### src/rtl/mem_arb_pkg.sv
// Shared types and constants for the two-master memory port arbiter.
package mem_arb_pkg;

  localparam logic MASTER_DATA  = 1'b0;
  localparam logic MASTER_INSTR = 1'b1;

  typedef enum logic {
    IDLE_ARB = 1'b0,
    LOCKED   = 1'b1
  } lock_state_e;

  // Bits needed to hold an occupancy count from 0 up to max_out inclusive.
  function automatic int count_width(input int max_out);
    return $clog2(max_out + 1);
  endfunction

endpackage

### src/rtl/owner_fifo.sv
// In-order FIFO of 1-bit master ids, one entry per granted request still
// waiting for its response.
module owner_fifo
  import mem_arb_pkg::*;
#(
  parameter int DEPTH = 2
) (
  input  logic clk,
  input  logic reset,
  input  logic push,
  input  logic push_id,
  input  logic pop,
  output logic full,
  output logic empty,
  output logic head
);

  localparam int CNT_W = count_width(DEPTH);
  localparam int PTR_W = (DEPTH > 1) ? $clog2(DEPTH) : 1;

  logic [DEPTH-1:0] slots_q;
  logic [PTR_W-1:0] wr_ptr_q;
  logic [PTR_W-1:0] rd_ptr_q;
  logic [CNT_W-1:0] count_q;
  logic             do_push;
  logic             do_pop;

  // Pointers wrap at DEPTH, which need not be a power of two.
  function automatic logic [PTR_W-1:0] ptr_inc(input logic [PTR_W-1:0] p);
    return (p == PTR_W'(DEPTH - 1)) ? '0 : p + 1'b1;
  endfunction

  assign full    = (count_q == CNT_W'(DEPTH));
  assign empty   = (count_q == '0);
  assign head    = slots_q[rd_ptr_q];
  assign do_push = push & ~full;
  assign do_pop  = pop & ~empty;

  // Storage, pointers and occupancy; a simultaneous push and pop leaves count unchanged.
  always_ff @(posedge clk or posedge reset) begin
    if (reset) begin
      slots_q  <= '0;
      wr_ptr_q <= '0;
      rd_ptr_q <= '0;
      count_q  <= '0;
    end else begin
      if (do_push) begin
        slots_q[wr_ptr_q] <= push_id;
        wr_ptr_q          <= ptr_inc(wr_ptr_q);
      end
      if (do_pop) begin
        rd_ptr_q <= ptr_inc(rd_ptr_q);
      end
      case ({do_push, do_pop})
        2'b10:   count_q <= count_q + 1'b1;
        2'b01:   count_q <= count_q - 1'b1;
        default: count_q <= count_q;
      endcase
    end
  end

endmodule

### src/rtl/mem_port_arbiter.sv
// Two-master (data cache, instruction cache) to one-slave arbiter with
// zero-latency req/gnt forwarding, round-robin choice and in-order routing
// of responses back to the issuing master.
//
// state    | meaning
// ---------+------------------------------------------------------------
// IDLE_ARB | no pending unaccepted request; winner picked from live reqs
// LOCKED   | slave has seen a request but not granted it; winner frozen
module mem_port_arbiter
  import mem_arb_pkg::*;
#(
  parameter int MAX_OUTSTANDING = 2
) (
  input  logic        clk,
  input  logic        reset,
  input  logic [31:0] m0_addr_i,
  input  logic [31:0] m0_wdata_i,
  input  logic        m0_we_i,
  input  logic [3:0]  m0_be_i,
  input  logic        m0_req_i,
  output logic        m0_gnt_o,
  output logic        m0_rvalid_o,
  output logic [31:0] m0_rdata_o,
  output logic        m0_error_o,
  input  logic [31:0] m1_addr_i,
  input  logic [31:0] m1_wdata_i,
  input  logic        m1_we_i,
  input  logic [3:0]  m1_be_i,
  input  logic        m1_req_i,
  output logic        m1_gnt_o,
  output logic        m1_rvalid_o,
  output logic [31:0] m1_rdata_o,
  output logic        m1_error_o,
  output logic [31:0] mem_addr_o,
  output logic [31:0] mem_wdata_o,
  output logic        mem_we_o,
  output logic [3:0]  mem_be_o,
  output logic        mem_req_o,
  input  logic [31:0] mem_rdata_i,
  input  logic        mem_gnt_i,
  input  logic        mem_rvalid_i,
  input  logic        mem_error_i,
  output logic        protocol_error_o
);

  lock_state_e state_q, state_d;
  logic        lock_id_q, lock_id_d;
  logic        rr_q;
  logic        win_id;
  logic        win_req;
  logic        grant;
  logic        pop;
  logic        fifo_full;
  logic        fifo_empty;
  logic        fifo_head;

  // Winner selection: frozen while locked, otherwise live requests with rr tie-break.
  always_comb begin
    win_id = MASTER_DATA;
    if (state_q == LOCKED) begin
      win_id = lock_id_q;
    end else if (m0_req_i && m1_req_i) begin
      win_id = rr_q;
    end else if (m1_req_i) begin
      win_id = MASTER_INSTR;
    end
    win_req = (win_id == MASTER_INSTR) ? m1_req_i : m0_req_i;
  end

  // Full is judged on the registered count, so a same-cycle response never unblocks issue.
  assign mem_req_o = win_req & ~fifo_full;
  assign grant     = mem_req_o & mem_gnt_i;
  assign m0_gnt_o  = grant & (win_id == MASTER_DATA);
  assign m1_gnt_o  = grant & (win_id == MASTER_INSTR);

  // Slave-side request fields follow the winner, and read as zero when it is not requesting.
  always_comb begin
    mem_addr_o  = '0;
    mem_wdata_o = '0;
    mem_we_o    = 1'b0;
    mem_be_o    = '0;
    if (win_req) begin
      if (win_id == MASTER_INSTR) begin
        mem_addr_o  = m1_addr_i;
        mem_wdata_o = m1_wdata_i;
        mem_we_o    = m1_we_i;
        mem_be_o    = m1_be_i;
      end else begin
        mem_addr_o  = m0_addr_i;
        mem_wdata_o = m0_wdata_i;
        mem_we_o    = m0_we_i;
        mem_be_o    = m0_be_i;
      end
    end
  end

  // Lock next-state: hold the winner from the first unaccepted request until the slave grants.
  always_comb begin
    state_d   = state_q;
    lock_id_d = lock_id_q;
    case (state_q)
      IDLE_ARB: begin
        if (mem_req_o && !mem_gnt_i) begin
          state_d   = LOCKED;
          lock_id_d = win_id;
        end
      end
      LOCKED: begin
        if (mem_gnt_i) begin
          state_d = IDLE_ARB;
        end
      end
      default: state_d = IDLE_ARB;
    endcase
  end

  // Lock state, locked id, rr pointer and the sticky orphan-response flag.
  always_ff @(posedge clk or posedge reset) begin
    if (reset) begin
      state_q          <= IDLE_ARB;
      lock_id_q        <= MASTER_DATA;
      rr_q             <= MASTER_DATA;
      protocol_error_o <= 1'b0;
    end else begin
      state_q   <= state_d;
      lock_id_q <= lock_id_d;
      if (grant) begin
        rr_q <= ~win_id;
      end
      if (mem_rvalid_i && fifo_empty) begin
        protocol_error_o <= 1'b1;
      end
    end
  end

  owner_fifo #(
    .DEPTH (MAX_OUTSTANDING)
  ) u_owner_fifo (
    .clk     (clk),
    .reset   (reset),
    .push    (grant),
    .push_id (win_id),
    .pop     (pop),
    .full    (fifo_full),
    .empty   (fifo_empty),
    .head    (fifo_head)
  );

  // Responses with nobody waiting are dropped rather than routed.
  assign pop         = mem_rvalid_i & ~fifo_empty;
  assign m0_rvalid_o = pop & (fifo_head == MASTER_DATA);
  assign m1_rvalid_o = pop & (fifo_head == MASTER_INSTR);
  assign m0_error_o  = m0_rvalid_o & mem_error_i;
  assign m1_error_o  = m1_rvalid_o & mem_error_i;
  assign m0_rdata_o  = mem_rdata_i;
  assign m1_rdata_o  = mem_rdata_i;

endmodule

### config.mk
export PLATFORM = sky130hd
export DESIGN_NAME = mem_port_arbiter
export DESIGN_NICKNAME = d
export VERILOG_FILES = /design/src/rtl/mem_arb_pkg.sv /design/src/rtl/owner_fifo.sv /design/src/rtl/mem_port_arbiter.sv
export SDC_FILE = /design/constraint.sdc
export NUM_CORES = 1
export LEC_CHECK = 0
export CAP_MARGIN = 5
export CORE_AREA = 10 10 115 117
export CTS_BUF_LIST = sky130_fd_sc_hd__clkbuf_8 sky130_fd_sc_hd__clkbuf_16
export CTS_CLUSTER_DIAMETER = 200
export DETAILED_ROUTE_END_ITERATION = 7
export DIE_AREA = 0 0 125 127
export HOLD_SLACK_MARGIN = 0.02
export PLACE_DENSITY = 0.74
export SKIP_CTS_REPAIR_TIMING = 1
export SLEW_MARGIN = 15
export SYNTH_ARGS = -nofsm -noshare
export SYNTH_HDL_FRONTEND = slang
export SYNTH_HIERARCHICAL = 1
export SYNTH_SLANG_ARGS = --single-unit
### constraint.sdc
create_clock -name clk -period 2.7 [get_ports clk]
set_clock_uncertainty 0.2 [all_clocks]
set_input_delay 0.675 -clock clk [delete_from_list [all_inputs] [get_ports clk]]
set_output_delay 0.675 -clock clk [all_outputs]
set_load 0.005 [all_outputs]
==> results of run 1 <==
-- cell families (layout without fill, tap and decap cells) --
group,Yosys count,after routing,synth area share (%)
buffers and inverters,90,301,31.98
xor gates and xnor gates,5,5,2.120
and+or+nand+nor,163,163,31.50
AOI/OAI and AO/OA,78,79,20.05
adders and majority gates,1,1,0.6056
DFF,10,10,12.11
muxes,3,3,1.635
-- layout make-up --
type                    instances  area, sq um  share of cell area (%)
multi-input cells             251         1668                   32.83
repair inverters                8        152.6                   3.005
clock buffers                   3        75.07                   1.478
repair buffers                286         2728                   53.69
flip-flops and latches         10        250.2                   4.926
well taps                     143        178.9                   3.522
inverters                       4        27.53                  0.5419
-- through the flow --
stage	TNS (ns)	cells	area, sq um
3_5_place_dp	-62.31	646	3998
2_1_floorplan	0	350	2066
3_3_place_gp	-59.75	646	3998
6_report	-5.085	705	5080
4_1_cts	-62.21	649	4073
5_1_grt	-8.317	705	5080
-- per-layer routing --
metal | vias up | global-route usage [%] | part of all wire [%]
met4 | 0 | 3.659 | 1.9
met3 | 22 | 6.782 | 11
met1 | 1535 | 11.84 | 36
met5 | - | 0 | 0
met2 | 226 | 22.49 | 52
li1 | 1492 | - | -
-- worst reg2reg max path, cell delays in order (launching register included) --
cell	delay (ns)
dfrtp_1	0.42
nand2b_2	0.19
inv_1	0.10
nand2b_1	0.23
buf_4	0.18
nor2_1	0.12
nand2_1	0.10
ha_1	0.33
nor2_1	0.14
xor2_1	0.16
-- where the power goes --
group / total [mW] / leakage (nW) / switching [mW] / internal (mW)
clock network: 0.260 / 0.0370 / 0.0683 / 0.192
logic: 3.22 / 2.17 / 1.62 / 1.60
registers: 0.285 / 0.117 / 0.0660 / 0.219
total: 3.77 / 2.33 / 1.76 / 2.01
-- registers in the layout, indices dropped and copies added (netlist names) --
signal	cells
u_owner_fifo/count_q	2
u_owner_fifo/slots_q	2
lock_id_q	1
protocol_error_o	1
rr_q	1
state_q	1
u_owner_fifo/rd_ptr_q	1
u_owner_fifo/wr_ptr_q	1
-- worst min-delay path by stage --
stage | startpoint | to | slack [ns]
global route | u_owner_fifo/rd_ptr_q$_DFFE_PP0P_ | u_owner_fifo/rd_ptr_q$_DFFE_PP0P_ | 0.30
finish | u_owner_fifo/rd_ptr_q$_DFFE_PP0P_ | u_owner_fifo/rd_ptr_q$_DFFE_PP0P_ | 0.28
global placement | u_owner_fifo/rd_ptr_q$_DFFE_PP0P_ | u_owner_fifo/rd_ptr_q$_DFFE_PP0P_ | 0.27
floorplan | reset | lock_id_q$_DFFE_PP0P_ | 0.24
detailed placement | u_owner_fifo/rd_ptr_q$_DFFE_PP0P_ | u_owner_fifo/rd_ptr_q$_DFFE_PP0P_ | 0.27
CTS | u_owner_fifo/rd_ptr_q$_DFFE_PP0P_ | u_owner_fifo/rd_ptr_q$_DFFE_PP0P_ | 0.28
-- synth_stat cells (3+ instances only) --
library cell / n / area share, %
buf_6: 8 / 4.4
xnor2_1: 3 / 1.3
dfrtp_1: 10 / 12
inv_1: 3 / 0.55
buf_2: 14 / 3.4
buf_4: 64 / 23
a21oi_1: 70 / 17
nor2b_1: 4 / 1.2
nor3_1: 3 / 0.73
nand2_1: 143 / 26
nor2_1: 4 / 0.73
nand2b_1: 3 / 0.91
==> results.md, run 1 <==
* Status: complete, but fails checks
* Failing checks: negative setup slack
* Initial Utilization at 18.57%
* Startpoint Class: input pin
* #FFs+latches synth at 10
* Worst path depth at 10
* Final design utilization at between 40% and 50%
* Worst Setup EP: mem_wdata_o[18]
* Period utilisation layout at 105.0%
* Cell depth of the worst flop-to-flop path at 9
* Worst path cell trace: buf_6 > buf_6 > a21boi_2 > buf_4 > buf_6 > o22ai_4 > buf_6 > clkbuf_16 > a21oi_2 > buf_2
* Crit end category: primary output
* First DRT Iteration DRCs at 118
* Ant. Diodes at 0
* Post-DRT Antenna Nets at 0
* Clock-pin slew on the worst setup and hold paths at 0.04 ns
* Average size of a mapped cell at between 5 and 6 sq um
* Cell count after synthesis at 350
* Asr flop ratio synth at 100.0%
* Die area at ~0.016 sq mm
* GRT Overall Usage at 12.39%
* R2r startpoint: u_owner_fifo/count_q[0]$_DFFE_PP0P_
* Die height at between 100 and 150 um
* PortBufs at around 220
* Hold path depth at 1
* Area Overhead vs Synth at 145.9%
* CTS tree: done
* Detail Placement HPWL at 9.370 mm
* WP data arrival at 1.96 ns
* Vias in the first global route at 2,958
* Crit Path Category: in2out
* Most common cell after layout, fill and taps aside: clkdlybuf4s50_1
* Initial antenna violation count at 0
* DRC Markers at 0
* Area of the core at 0.01113 sq mm
* Die X at around 130 um
* Fin worst setup slack at -0.1339 ns
* Hold Fails Final Rpt at 0
* Slew Limit Fails at 0
* Routed wire per std cell at 21.11 um
* Total Power at 3.768 mW
* Layout cells sized above 1 at 45.91%
* Clk sinks at 10
* Gr ovfl total at 0
* Sequential share of the synthesized area at 12.11%
* Most frequent cells in the layout: clkdlybuf4s50_1, nand2_1, buf_2
* Worst path bufs/invs at 7
* Largest net degree at the start of global routing at 73
* Crit-path max FO at 7
* Critical Path Start: m0_req_i
* Crit-path max cell delay at 0.19 ns
* Post-synth EDFFs at 0
* Class of the worst hold path: reg2reg
* RR Endpoint: u_owner_fifo/count_q[1]$_DFFE_PP0P_
* Top delay family on crit path: buffers and inverters
* FILL cells at 1,056
* Nets at 742
* Unrepaired setup endpoints after global routing: yes
* Worst path most repeated cell: buf_6
* Leak at 2.325 nW
* Largest buffer count on any clock path at 2
* H-tree levels at 1
* Yosys warnings at 6
* Max-Cap Viols at 0
* Net Count, Synth at 528
* Global-route wire length before repair at ~16 mm
* 1st-pass router iterations at 4
* Dominant synthesized flop cell: dfrtp_1
* Hold WS at 0.2832 ns
* Num CTS Buffers at 3
* Critical Path RT at 1.82 ns
* Area of the mapped netlist at 0.002066 sq mm
* Root Buffer: clkbuf_16
* Via count at 3,275
* Post-DR vias/cell at 4.645
* Slew margin rel. at 78.67%
* Routability Congestion at 0.9061
* Peak VDD IR at 0.6597 mV
* Clock latency on the worst-skew pair at around 0.24 ns
* Total Wirelength at 14.89 mm
* Setup-failing EPs final at 70
* P per Cell Area at approximately 740 mW/mm^2
* Crit path time final at 2.834 ns
* Distinct cell type count after synthesis at 30
* # rows at 39
* # IOs at 318
* Worst path slowest cell: o22ai_4
* Dpl ws at -0.9708 ns
* Reg-to-reg slack, setup at 0.44 ns
* Fmax at 352.9 MHz
* Least-Margin Pin Slew at 0.3187 ns
(Power assumes the default switching activity.)
==> run 2, diff against run 1 <==
Clock period 2.7 ns to 3.1 ns, I/O delays scaled along.
==> results.md, run 2 (synthesis results as in run 1) <==
* Leak at 2.641 nW (+14%)
* Via count at 3,153 (-3.7%)
* Layout cells sized above 1 at 20.18% (-26 points)
* CTS tree: done
* Dpl ws at -0.7535 ns (+0.2173 ns)
* Gr ovfl total at 0 (unchanged)
* Period utilisation layout at 99.32%
* Die height at 127 um (unchanged)
* Initial Utilization at 18.57% (unchanged)
* Hold WS at 0.2952 ns (+0.01200 ns)
* Area Overhead vs Synth at 127.8%
* Clock-pin slew on the worst setup and hold paths at 0.04 ns (about the same)
* Status: finished, final reports clean
* GRT Overall Usage at 12.26% (-0.13 points)
* Biggest regs: u_owner_fifo/count_q (2), u_owner_fifo/slots_q (2)
* Most common cell after layout, fill and taps aside: clkdlybuf4s50_1
* Setup-failing EPs final at 0 (-100%)
* Clk sinks at 10 (unchanged)
* Slew margin rel. at 79.48% (+0.81 points)
* Clock latency on the worst-skew pair at 0.24 ns (about the same)
* Reg area at 250.2 sq um (unchanged)
* Crit path time final at 3.079 ns
* Die area at 0.01588 sq mm (unchanged)
* FILL cells at 1,078 (+2.1%)
* Fmax at 324.8 MHz
* Routability Congestion at 0.8921 (-1.5%)
* DRC Markers at 0 (unchanged)
* Ant. Diodes at 0 (unchanged)
* Least-Margin Pin Slew at 0.3066 ns (-0.01207 ns)
* Hold Fails Final Rpt at 0 (unchanged)
* # rows at 39 (unchanged)
* Class of the worst hold path: reg2reg
* Startpoint Class: input pin
* Fin worst setup slack at 0.02102 ns (+0.1549 ns)
* Root Buffer: clkbuf_16
* Crit end category: primary output
* First DRT Iteration DRCs at 163 (+38%)
* Largest buffer count on any clock path at 2 (unchanged)
* P per Cell Area at 613.9 mW/mm^2 (-17%)
* Largest net degree at the start of global routing at 73 (unchanged)
* Most frequent cells in the layout: clkdlybuf4s50_1, nand2_1, a21oi_1
* Slew Limit Fails at 0 (unchanged)
* Vias in the first global route at 2,833 (-4.2%)
* H-tree levels at 1 (unchanged)
* Post-DR vias/cell at 4.583 (-1.3%)
* Max-Cap Viols at 0 (unchanged)
* PortBufs at 221 (unchanged)
* Initial antenna violation count at 0 (unchanged)
* Post-DRT Antenna Nets at 0 (unchanged)
* WP data arrival at 2.10 ns (+0.14 ns)
* Area of the core at 0.01113 sq mm (unchanged)
* Crit-path max FO at 6 (-1)
* Multi-input combinational cell area at 0.001276 sq mm (-23%)
* # IOs at 318 (unchanged)
* Nets at 724 (-2.4%)
* Total Power at 2.889 mW (-23%)
* Peak VDD IR at 0.4628 mV (-30%)
* Detail Placement HPWL at 9.428 mm (+0.63%)
* Num CTS Buffers at 3 (unchanged)
* Critical Path RT at 2.12 ns (+0.30 ns)
* Routed wire per std cell at 20.33 um (-3.7%)
* Crit Path Category: in2out
* Global-route wire length before repair at 16.04 mm (-2.6%)
* Die X at 125 um (unchanged)
* Total Wirelength at 13.99 mm (-6.0%)
* 1st-pass router iterations at 8 (+4)
-- run 2: cell count changes in the layout (fill, tap and decap cells not counted), moves of 22 or more --
cell and delta:
buf_2 -58, a21oi_2 -50, dlymetal6s2s_1 +49, buf_6 -22, a21oi_1 +54, nand2_1 +24
-- run 2: critical path, cell delays in order --
cell and delay [ns]:
buf_6 0.10, buf_6 0.12, a21boi_2 0.14, buf_4 0.15, o22ai_4 0.16, buf_12 0.16
buf_6 0.13, buf_4 0.15, a21oi_1 0.05, dlymetal6s2s_1 0.16
-- run 2: power by group --
part / leakage [nW] / switching, mW / internal (mW) / total, mW
registers: 0.117 / 0.0567 / 0.190 / 0.247
clock network: 0.0442 / 0.0625 / 0.194 / 0.257
logic: 2.48 / 1.12 / 1.26 / 2.39
total: 2.64 / 1.24 / 1.65 / 2.89
-- run 2: worst paths after layout --
kind | start | to | slack (ns) | cells past startpoint
setup / recovery | m0_req_i | mem_wdata_o[26] | 0.02 | 10
hold reg to reg | u_owner_fifo/slots_q[1]$_DFFE_PP0P_ | u_owner_fifo/slots_q[1]$_DFFE_PP0P_ | 0.30 | 1
hold / removal | u_owner_fifo/slots_q[1]$_DFFE_PP0P_ | u_owner_fifo/slots_q[1]$_DFFE_PP0P_ | 0.30 | 1
max in group asynchronous | reset | u_owner_fifo/wr_ptr_q$_DFFE_PP0P_ | 1.91 | 2
min in group asynchronous | reset | protocol_error_o$_DFFE_PP0P_ | 0.56 | 2
setup reg to reg | state_q$_DFF_PP0_ | u_owner_fifo/count_q[1]$_DFFE_PP0P_ | 0.84 | 9
-- run 2: stage by stage --
step	util, %	instances	instance area, sq um	TNS (ns)
global placement	36.00	647	4005	-45.49
finish	42.30	688	4706	0
detailed placement	36.00	647	4005	-47.24
CTS	36.80	651	4094	-47.78
floorplan	-	350	2066	0
global route	42.30	688	4706	-0.1603
-- run 2: metal layers --
metal  GRT usage (%)  routed length, um  part of all wire (%)  vias up
li1                -                  -                     -     1453
met1           11.38               4684                    33     1425
met2           22.40               7077                    51      245
met3           7.486               1912                    14       30
met4           2.981                316                   2.3        0
met5               0                  0                     0        -
-- run 2: layout make-up --
| class | instances | share of cell area (%) |
|---|---|---|
| Timing Repair inverter | 5 | 1.409 |
| Inverter | 4 | 0.5850 |
| Tap cell | 143 | 3.802 |
| Timing Repair Buffer | 271 | 59.88 |
| Clock buffer | 4 | 1.888 |
| Multi-Input combinational cell | 251 | 27.12 |
| Sequential cell | 10 | 5.318 |
